**src/rtl/mem_arb_pkg.sv**
```systemverilog
// Shared definitions for the instruction/data memory arbiter.
// Holds the response-owner encoding and the default starvation limit.
// Imported by the arbiter top and its winner-select sub-module.
package mem_arb_pkg;

  // Which requester, if any, receives mem_rdata in the current cycle
  typedef enum logic [1:0] {
    OWN_NONE = 2'd0,
    OWN_IF   = 2'd1,
    OWN_DM   = 2'd2
  } owner_e;

  // Consecutive data grants tolerated while fetch waits (fixed-priority mode)
  localparam int STARVE_MAX_DEF = 4;

endpackage

```
**src/rtl/mem_arbiter_if.sv**
```systemverilog
// Bundle of CPU-side request/response and memory-side signals of the arbiter.
// slave = arbiter view, master = CPU datapath + memory environment view.
// Purely structural; no logic.
interface mem_arbiter_if #(
  parameter int AW = 32,
  parameter int DW = 32
);

  logic          if_req;
  logic [AW-1:0] if_addr;
  logic          if_gnt;
  logic          if_rvalid;
  logic [DW-1:0] if_rdata;

  logic          dm_req;
  logic          dm_we;
  logic [AW-1:0] dm_addr;
  logic [DW-1:0] dm_wdata;
  logic          dm_gnt;
  logic          dm_rvalid;
  logic [DW-1:0] dm_rdata;

  logic          mem_en;
  logic          mem_we;
  logic [AW-1:0] mem_addr;
  logic [DW-1:0] mem_wdata;
  logic [DW-1:0] mem_rdata;

  logic          stall;

  modport slave (
    input  if_req, if_addr,
    output if_gnt, if_rvalid, if_rdata,
    input  dm_req, dm_we, dm_addr, dm_wdata,
    output dm_gnt, dm_rvalid, dm_rdata,
    output mem_en, mem_we, mem_addr, mem_wdata,
    input  mem_rdata,
    output stall
  );

  modport master (
    output if_req, if_addr,
    input  if_gnt, if_rvalid, if_rdata,
    output dm_req, dm_we, dm_addr, dm_wdata,
    input  dm_gnt, dm_rvalid, dm_rdata,
    input  mem_en, mem_we, mem_addr, mem_wdata,
    output mem_rdata,
    input  stall
  );

endinterface

```
**src/rtl/mem_arb_pick.sv**
```systemverilog
// Combinational winner select between fetch and data requests.
// Zero latency; a lone requester always wins, contention resolved by fetch preference.
// Config macro MEM_ARB_RR_EN: preference comes from the round-robin pointer, else from the starvation flag.
module mem_arb_pick
  import mem_arb_pkg::*;
(
  input  logic if_req_i,
  input  logic dm_req_i,
`ifdef MEM_ARB_RR_EN
  input  logic rr_if_i,     // 1: fetch wins the next contended cycle
`else
  input  logic starve_i,    // 1: fetch has waited the maximum number of data grants
`endif
  output logic if_win_o,
  output logic dm_win_o
);

  logic fetch_pref;

`ifdef MEM_ARB_RR_EN
  assign fetch_pref = rr_if_i;
`else
  assign fetch_pref = starve_i;
`endif

  // Grant the single requester, or break the tie with the fetch preference
  always_comb begin
    if_win_o = 1'b0;
    dm_win_o = 1'b0;
    if (if_req_i && dm_req_i) begin
      if_win_o = fetch_pref;
      dm_win_o = ~fetch_pref;
    end else begin
      if_win_o = if_req_i;
      dm_win_o = dm_req_i;
    end
  end

endmodule

```
**src/rtl/mem_arbiter.sv**
```systemverilog
// Shares one single-port, 1-cycle-read memory between instruction fetch and load/store.
// Grant and mem_* in the request cycle; read data/rvalid one cycle later; 1 access/cycle.
// Losing requester sees stall and holds its request; config macro MEM_ARB_RR_EN selects round-robin.
module mem_arbiter
  import mem_arb_pkg::*;
#(
  parameter int AW         = 32,
  parameter int DW         = 32,
  parameter int STARVE_MAX = STARVE_MAX_DEF
) (
  input  logic            clk,
  input  logic            reset,
  mem_arbiter_if.slave    bus
);

  logic   if_gnt;
  logic   dm_gnt;
  owner_e rsp_owner_q, rsp_owner_d;

`ifdef MEM_ARB_RR_EN
  logic rr_if_q, rr_if_d;

  mem_arb_pick u_pick (
    .if_req_i (bus.if_req),
    .dm_req_i (bus.dm_req),
    .rr_if_i  (rr_if_q),
    .if_win_o (if_gnt),
    .dm_win_o (dm_gnt)
  );

  // Hand the next contended cycle to the other requester after each contended grant
  always_comb begin
    rr_if_d = rr_if_q;
    if (bus.if_req && bus.dm_req) rr_if_d = ~rr_if_q;
  end

  // Round-robin pointer register, starts pointing at data
  always_ff @(posedge clk or posedge reset) begin
    if (reset) rr_if_q <= 1'b0;
    else       rr_if_q <= rr_if_d;
  end
`else
  localparam int CW = $clog2(STARVE_MAX + 1);

  logic [CW-1:0] starve_cnt_q, starve_cnt_d;
  logic          starve;

  assign starve = (starve_cnt_q == CW'(STARVE_MAX));

  mem_arb_pick u_pick (
    .if_req_i (bus.if_req),
    .dm_req_i (bus.dm_req),
    .starve_i (starve),
    .if_win_o (if_gnt),
    .dm_win_o (dm_gnt)
  );

  // Count data grants that bypass a waiting fetch; any fetch grant or idle fetch clears it
  always_comb begin
    starve_cnt_d = starve_cnt_q;
    if (!bus.if_req || if_gnt) begin
      starve_cnt_d = '0;
    end else if (dm_gnt && !starve) begin
      starve_cnt_d = starve_cnt_q + CW'(1);
    end
  end

  // Starvation counter register
  always_ff @(posedge clk or posedge reset) begin
    if (reset) starve_cnt_q <= '0;
    else       starve_cnt_q <= starve_cnt_d;
  end
`endif

  // Next response owner: the read winner, otherwise nobody (writes and idle cycles)
  always_comb begin
    rsp_owner_d = OWN_NONE;
    if (if_gnt) begin
      rsp_owner_d = OWN_IF;
    end else if (dm_gnt && !bus.dm_we) begin
      rsp_owner_d = OWN_DM;
    end
  end

  // Response owner register; async reset drops any in-flight rvalid immediately
  always_ff @(posedge clk or posedge reset) begin
    if (reset) rsp_owner_q <= OWN_NONE;
    else       rsp_owner_q <= rsp_owner_d;
  end

  // Memory port mux: forward the winner's request, drive zeros when idle
  always_comb begin
    bus.mem_en    = 1'b0;
    bus.mem_we    = 1'b0;
    bus.mem_addr  = {AW{1'b0}};
    bus.mem_wdata = {DW{1'b0}};
    if (if_gnt) begin
      bus.mem_en   = 1'b1;
      bus.mem_addr = bus.if_addr;
    end else if (dm_gnt) begin
      bus.mem_en    = 1'b1;
      bus.mem_we    = bus.dm_we;
      bus.mem_addr  = bus.dm_addr;
      bus.mem_wdata = bus.dm_wdata;
    end
  end

  assign bus.if_gnt    = if_gnt;
  assign bus.dm_gnt    = dm_gnt;
  assign bus.if_rvalid = (rsp_owner_q == OWN_IF);
  assign bus.dm_rvalid = (rsp_owner_q == OWN_DM);
  assign bus.if_rdata  = bus.mem_rdata;
  assign bus.dm_rdata  = bus.mem_rdata;
  assign bus.stall     = (bus.if_req & ~if_gnt) | (bus.dm_req & ~dm_gnt);

endmodule

```
**src/flat_wrapper.sv**
```systemverilog
// flat-port wrapper written by rule: the top's interface ports become plain ports
module mem_arbiter_flat import mem_arb_pkg::*;
#(
  parameter int AW         = 32,
  parameter int DW         = 32,
  parameter int STARVE_MAX = STARVE_MAX_DEF
)
  (clk, reset, bus_if_req, bus_if_addr, bus_if_gnt, bus_if_rvalid, bus_if_rdata, bus_dm_req, bus_dm_we, bus_dm_addr, bus_dm_wdata, bus_dm_gnt, bus_dm_rvalid, bus_dm_rdata, bus_mem_en, bus_mem_we, bus_mem_addr, bus_mem_wdata, bus_mem_rdata, bus_stall);
  mem_arbiter_if #(.AW(AW), .DW(DW)) bus_i ();
  input  logic clk;
  input  logic reset;
  input wire logic [$bits(bus_i.if_req)-1:0] bus_if_req;
  input wire logic [$bits(bus_i.if_addr)-1:0] bus_if_addr;
  output wire logic [$bits(bus_i.if_gnt)-1:0] bus_if_gnt;
  output wire logic [$bits(bus_i.if_rvalid)-1:0] bus_if_rvalid;
  output wire logic [$bits(bus_i.if_rdata)-1:0] bus_if_rdata;
  input wire logic [$bits(bus_i.dm_req)-1:0] bus_dm_req;
  input wire logic [$bits(bus_i.dm_we)-1:0] bus_dm_we;
  input wire logic [$bits(bus_i.dm_addr)-1:0] bus_dm_addr;
  input wire logic [$bits(bus_i.dm_wdata)-1:0] bus_dm_wdata;
  output wire logic [$bits(bus_i.dm_gnt)-1:0] bus_dm_gnt;
  output wire logic [$bits(bus_i.dm_rvalid)-1:0] bus_dm_rvalid;
  output wire logic [$bits(bus_i.dm_rdata)-1:0] bus_dm_rdata;
  output wire logic [$bits(bus_i.mem_en)-1:0] bus_mem_en;
  output wire logic [$bits(bus_i.mem_we)-1:0] bus_mem_we;
  output wire logic [$bits(bus_i.mem_addr)-1:0] bus_mem_addr;
  output wire logic [$bits(bus_i.mem_wdata)-1:0] bus_mem_wdata;
  input wire logic [$bits(bus_i.mem_rdata)-1:0] bus_mem_rdata;
  output wire logic [$bits(bus_i.stall)-1:0] bus_stall;
  assign bus_i.if_req = bus_if_req;
  assign bus_i.if_addr = bus_if_addr;
  assign bus_if_gnt = bus_i.if_gnt;
  assign bus_if_rvalid = bus_i.if_rvalid;
  assign bus_if_rdata = bus_i.if_rdata;
  assign bus_i.dm_req = bus_dm_req;
  assign bus_i.dm_we = bus_dm_we;
  assign bus_i.dm_addr = bus_dm_addr;
  assign bus_i.dm_wdata = bus_dm_wdata;
  assign bus_dm_gnt = bus_i.dm_gnt;
  assign bus_dm_rvalid = bus_i.dm_rvalid;
  assign bus_dm_rdata = bus_i.dm_rdata;
  assign bus_mem_en = bus_i.mem_en;
  assign bus_mem_we = bus_i.mem_we;
  assign bus_mem_addr = bus_i.mem_addr;
  assign bus_mem_wdata = bus_i.mem_wdata;
  assign bus_i.mem_rdata = bus_mem_rdata;
  assign bus_stall = bus_i.stall;
  mem_arbiter #(.AW(AW), .DW(DW), .STARVE_MAX(STARVE_MAX)) u_core (.clk(clk), .reset(reset), .bus(bus_i));
endmodule
```
**config.mk**
```make
export PLATFORM = sky130hd
export DESIGN_NAME = mem_arbiter_flat
export DESIGN_NICKNAME = d
export VERILOG_FILES = /design/src/rtl/mem_arb_pkg.sv /design/src/rtl/mem_arbiter_if.sv /design/src/rtl/mem_arb_pick.sv /design/src/rtl/mem_arbiter.sv /design/src/flat_wrapper.sv
export SDC_FILE = /design/constraint.sdc
export NUM_CORES = 1
export LEC_CHECK = 0
export CAP_MARGIN = 40
export CORE_AREA = 4 4 102 104
export CTS_BUF_LIST = sky130_fd_sc_hd__clkbuf_8
export CTS_CLUSTER_DIAMETER = 120
export DETAILED_ROUTE_END_ITERATION = 12
export DIE_AREA = 0 0 106 108
export PLACE_DENSITY = 0.71
export SETUP_SLACK_MARGIN = 0.5
export SYNTH_ARGS = -nofsm -noshare
export SYNTH_HDL_FRONTEND = slang
export SYNTH_SLANG_ARGS = --single-unit
```
**constraint.sdc**
```tcl
create_clock -name clk -period 3.81 [get_ports clk]
set_input_delay 1.143 -clock clk [delete_from_list [all_inputs] [get_ports clk]]
set_output_delay 1.143 -clock clk [all_outputs]
set_load 0.02 [all_outputs]
```
# --- After elaboration in Yosys (flattened, before gate mapping) ---
# Cells that the tools add are included.
totals:
  ff_bits: 5
  input_bits: 133
  output_inout_bits: 135
  elab_cells: 34
classes:
  n_reduce_logical: 8
  bitwise: 6
  n_mux: 14
  n_addsub: 1
  n_eq_ne: 3
ops:
  columns: ["operator", "n"]
  rows:
  - ["two-way mux 32 bit", 4]
  - ["two-way mux 1 bit", 6]
  - ["two-way mux 3 bit", 2]
  - ["two-way mux 2 bit", 2]
  - ["adder 3 x 1 -> 3 bit, second input constant", 1]
  - ["equality test 3 bit, second input constant", 1]
  - ["logical AND 1 bit", 3]
  - ["zero test 1 bit", 3]
  - ["NOT 1 bit", 3]
  - ["bitwise AND 1 bit", 2]
  - ["equality test 2 x 1 -> 1 bit, second input constant", 1]
  - ["equality test 2 bit, second input constant", 1]
  - ["nonzero test 2 bit", 1]
  - ["logical OR 1 bit", 1]
  - ["OR 1 bit", 1]

# --- Logic depth before layout (Yosys ltp) ---
depth:
  depth_word: 6
  ltp_mapped: 6
  mapped_depth_nobuf: 4

# --- Hierarchy ---
# From an unflattened synthesis, not the netlist that was laid out.
unflattened:
  cells_unflattened: 172
  hier_area_um2: 1382.6
modules_own_cells:
  columns: ["module", "n_inst", "cells_each", "area_per_inst_um2", "seq_area_each_um2"]
  rows:
  - ["mem_arbiter", 1, 169, 1363.8, 125.1]
  - ["mem_arb_pick", 1, 3, 18.8, 0.0]

# --- Least setup slack after synthesis ---
# No wires, ideal clock.
synth_timing:
  kind: "input-to-output"
  from: "in bus_if_req"
  to: "out bus_mem_addr[10]"
  required_time_ns: 2.667
  t_arrival_ns: 2.070
  setup_slack_ns: 0.597
  n_path_buf: 3
  path_stages: 5
  cell_sequence: "buf_2 > and3_1 > buf_2 > buf_6 > o22ai_1"
synth_via:
  elab_chain_cells: 4
  elab_cells_between_ends: 5
  classes_between: "4 x mux; 1 x reduce/logical"
synth_rtl:
  columns: ["element", "line", "rtl"]
  rows:
  - ["start, declared", "flat_wrapper.sv:12", "input wire logic [$bits(bus_i.if_req)-1:0] bus_if_req;"]
  - ["logical AND 1 bit", "mem_arb_pick.sv:30", "if (if_req_i && dm_req_i) begin"]
  - ["two-way mux 1 bit", "mem_arb_pick.sv:30", null]
  - ["two-way mux 32 bit", "mem_arbiter.sv:100", "end else if (dm_gnt) begin"]
  - ["two-way mux 32 bit *", "mem_arbiter.sv:97", "if (if_gnt) begin"]
  - ["end, declared", "flat_wrapper.sv:26", "output wire logic [$bits(bus_i.mem_addr)-1:0] bus_mem_addr;"]
# Mark *: on every way between the ends. The rest lies on a longest branch, timed or not.

# --- Worst setup path in the final report ---
layout_timing:
  from: "in bus_if_req"
  to: "out bus_mem_addr[8]"
# Same word-level chain as after synthesis.

==> metrics <==
deepest clock path buffer count 2; WL final ~7600 um; Worst setup EP type output pin; synthesized net count 375; Total GRT Usage 0.125; sequential fraction of the synthesis area 0.0824; initial antenna violation count 0; area grow syn2layout 110%; CP Capture Point bus_mem_addr[8]; final setup TNS 0 ns; Gate Count Post-Synth 240; final net count 489; CTS Buf Count 3; ANT cells 0; Critical Path AT between 2 and 2.5 ns; CTS Hold Bufs 0; CP startpoint kind primary input; Final Max Slew Viols 0; Post-synth top flop dfrtp_1; Netlist cell types 18; Port Buffers about 170; largest area contributor in the netlist buf_4; FF-to-FF End u_core.rsp_owner_q[1]; Least-Margin Pin Slew 0.283 ns; global-route wire length before repair between 10000 and 15000 um; vias per inst about 4.2; Die X 106 um; TritonCTS clock tree built; Hold Worst Slack 0.589 ns; vias in the first global route approximately 2.2k; ys async rst share 1.00; # IOs around 270; wire length per cell ~16 um; largest net degree at the start of global routing 46; Post-route DRC 0; required time of the critical path about 2.7 ns; Synth area leaders buf_4 (32%), nand2_1 (16%), and3_1 (15%); RSZ-0062 raised after global routing true; htree depth 1; final setup fails 0; Post-Layout Cell Count 486; Setup CP Type primary input to output pin; Max Cap Viol 0; most numerous cell in the Yosys netlist nand2_1; GRT overflow 0; top post-synthesis cells by count nand2_1 (65), buf_4 (64), and3_1 (36); clock-pin slew on the worst setup and hold paths roughly 0.03 ns; clk root buf clkbuf_8; CP Max Fanout 8; launching point of the worst reg2reg path u_core.starve_cnt_q[0]; drt first pass iters 4; die height 108 um; CP Launch Point bus_if_req; placed cells around 470; antenna-violating nets left 0; GP Congestion about 0.71; crit share post-route 0.872; number of core rows 36; Hold Path Origin u_core.starve_cnt_q[0]; core area 0.00955 mm^2; clock latency on the worst-skew pair between 0.2 and 0.25 ns; Die ar. between 0.01 and 0.015 mm^2; Slew headroom 0.812; Synth top area share 0.317; Power Total slightly above 0.0005 W; PD cells roughly 160 mW/mm^2; violation count after the first detailed-route iteration approximately 140; number of synthesized flops with an enable pin 0; Avg Synthesized Cell Area roughly 6.3 um^2; maximum clock rate 301 MHz; via count 2064; Num Clock Sinks 5; IR drop worst, VDD 0.0520 mV; run status finished, final reports clean; R2R depth 7; Leakage between 1 and 1.5 nW; DP Wirelength between 5000 and 6000 um; minimum clock period ~3.3 ns; Fin. Hold Viols 0; mapped cell area between 0.0015 and 0.002 mm^2; Starting Density 0.159; Synth Register Bits 5; R2R setup slack 2.24 ns; clk_skew 0.00485 ns; layout cells sized above 1 0.329; Tightest Hold Check Type flip-flop to flip-flop; synth warn 0
==> layout by cell type, fill, tap and decap left out, drive strengths merged, types with 3 or more instances in the layout <==
master         netlist  routed
and3                36      36
buf                 76      86
clkbuf               9       3
clkdlybuf4s15        0       6
clkdlybuf4s50        0     100
dfrtp                5       5
inv                  3       4
nand2               65      65
nor2b                4       4
o22ai               32      32
==> worst min-delay path by stage <==
stage                        endpoint  cells after the start
6_report       u_core.starve_cnt_q[0]                      2
5_1_grt        u_core.starve_cnt_q[0]                      2
4_1_cts        u_core.starve_cnt_q[0]                      2
3_5_place_dp   u_core.starve_cnt_q[0]                      2
3_3_place_gp   u_core.starve_cnt_q[0]                      2
2_1_floorplan  u_core.starve_cnt_q[0]                      2
==> area by class of cell <==
cell class                      instances  area [um^2]
Clock buffer                            3         41.3
Clock inverter                          1         3.75
Fill cell                            1033         6370
Inverter                                3         11.3
Multi-Input combinational cell        147          972
Sequential cell                         5          125
Tap cell                              133          166
Timing Repair Buffer                  194         1860
==> repair_timing <==
action                                  in CTS  in global routing
endpoints found under the setup margin      69                 33
gates resized for setup                    329                  9
buffers inserted                             8                  1
gates cloned                                 4                  0
pin swaps                                    1                  2
==> layer usage <==
layer	global-route usage	share of wire
met2	0.252	0.53
met1	0.115	0.34
met4	0.0574	0.038
met5	0	0
met3	0.0334	0.099
==> through the flow <==
stage                     cell area, um^2  worst slack (ns)   util
after global routing                 3180             0.454  0.333
after floorplan                      1520             0.597      -
after detailed placement             2920            -0.222  0.306
final                                3180             0.488  0.333
after CTS                            3140             0.463  0.329
after global placement               2920            -0.224  0.306
==> worst max-delay path: stages <==
cell     delay [ns]
buf_6          0.09
buf_6          0.11
and3_4         0.18
buf_6          0.13
buf_12         0.12
buf_16         0.15
o22ai_4        0.11
buf_6          0.14
==> logic make-up after synthesis <==
group / Yosys count / share of synthesized area
AO/OA/AOI/OAI: 34 / 0.148
adder cells (fa/ha/maj): 2 / 0.0165
buffers and inverters: 88 / 0.398
flip-flops: 5 / 0.0824
AND/OR/NAND/NOR: 111 / 0.354
==> flip-flops by register name (all words and copies together), names as in the netlist <==
name	cells
u_core.rsp_owner_q	2
u_core.starve_cnt_q	3
==> where the power goes <==
part           switching [W]   total, W  internal (W)
registers         0.00000107  0.0000566     0.0000555
logic               0.000158   0.000349      0.000192
clock network      0.0000299  0.0000993     0.0000694
total               0.000189   0.000505      0.000316
Power figures use the tool's default switching activity.
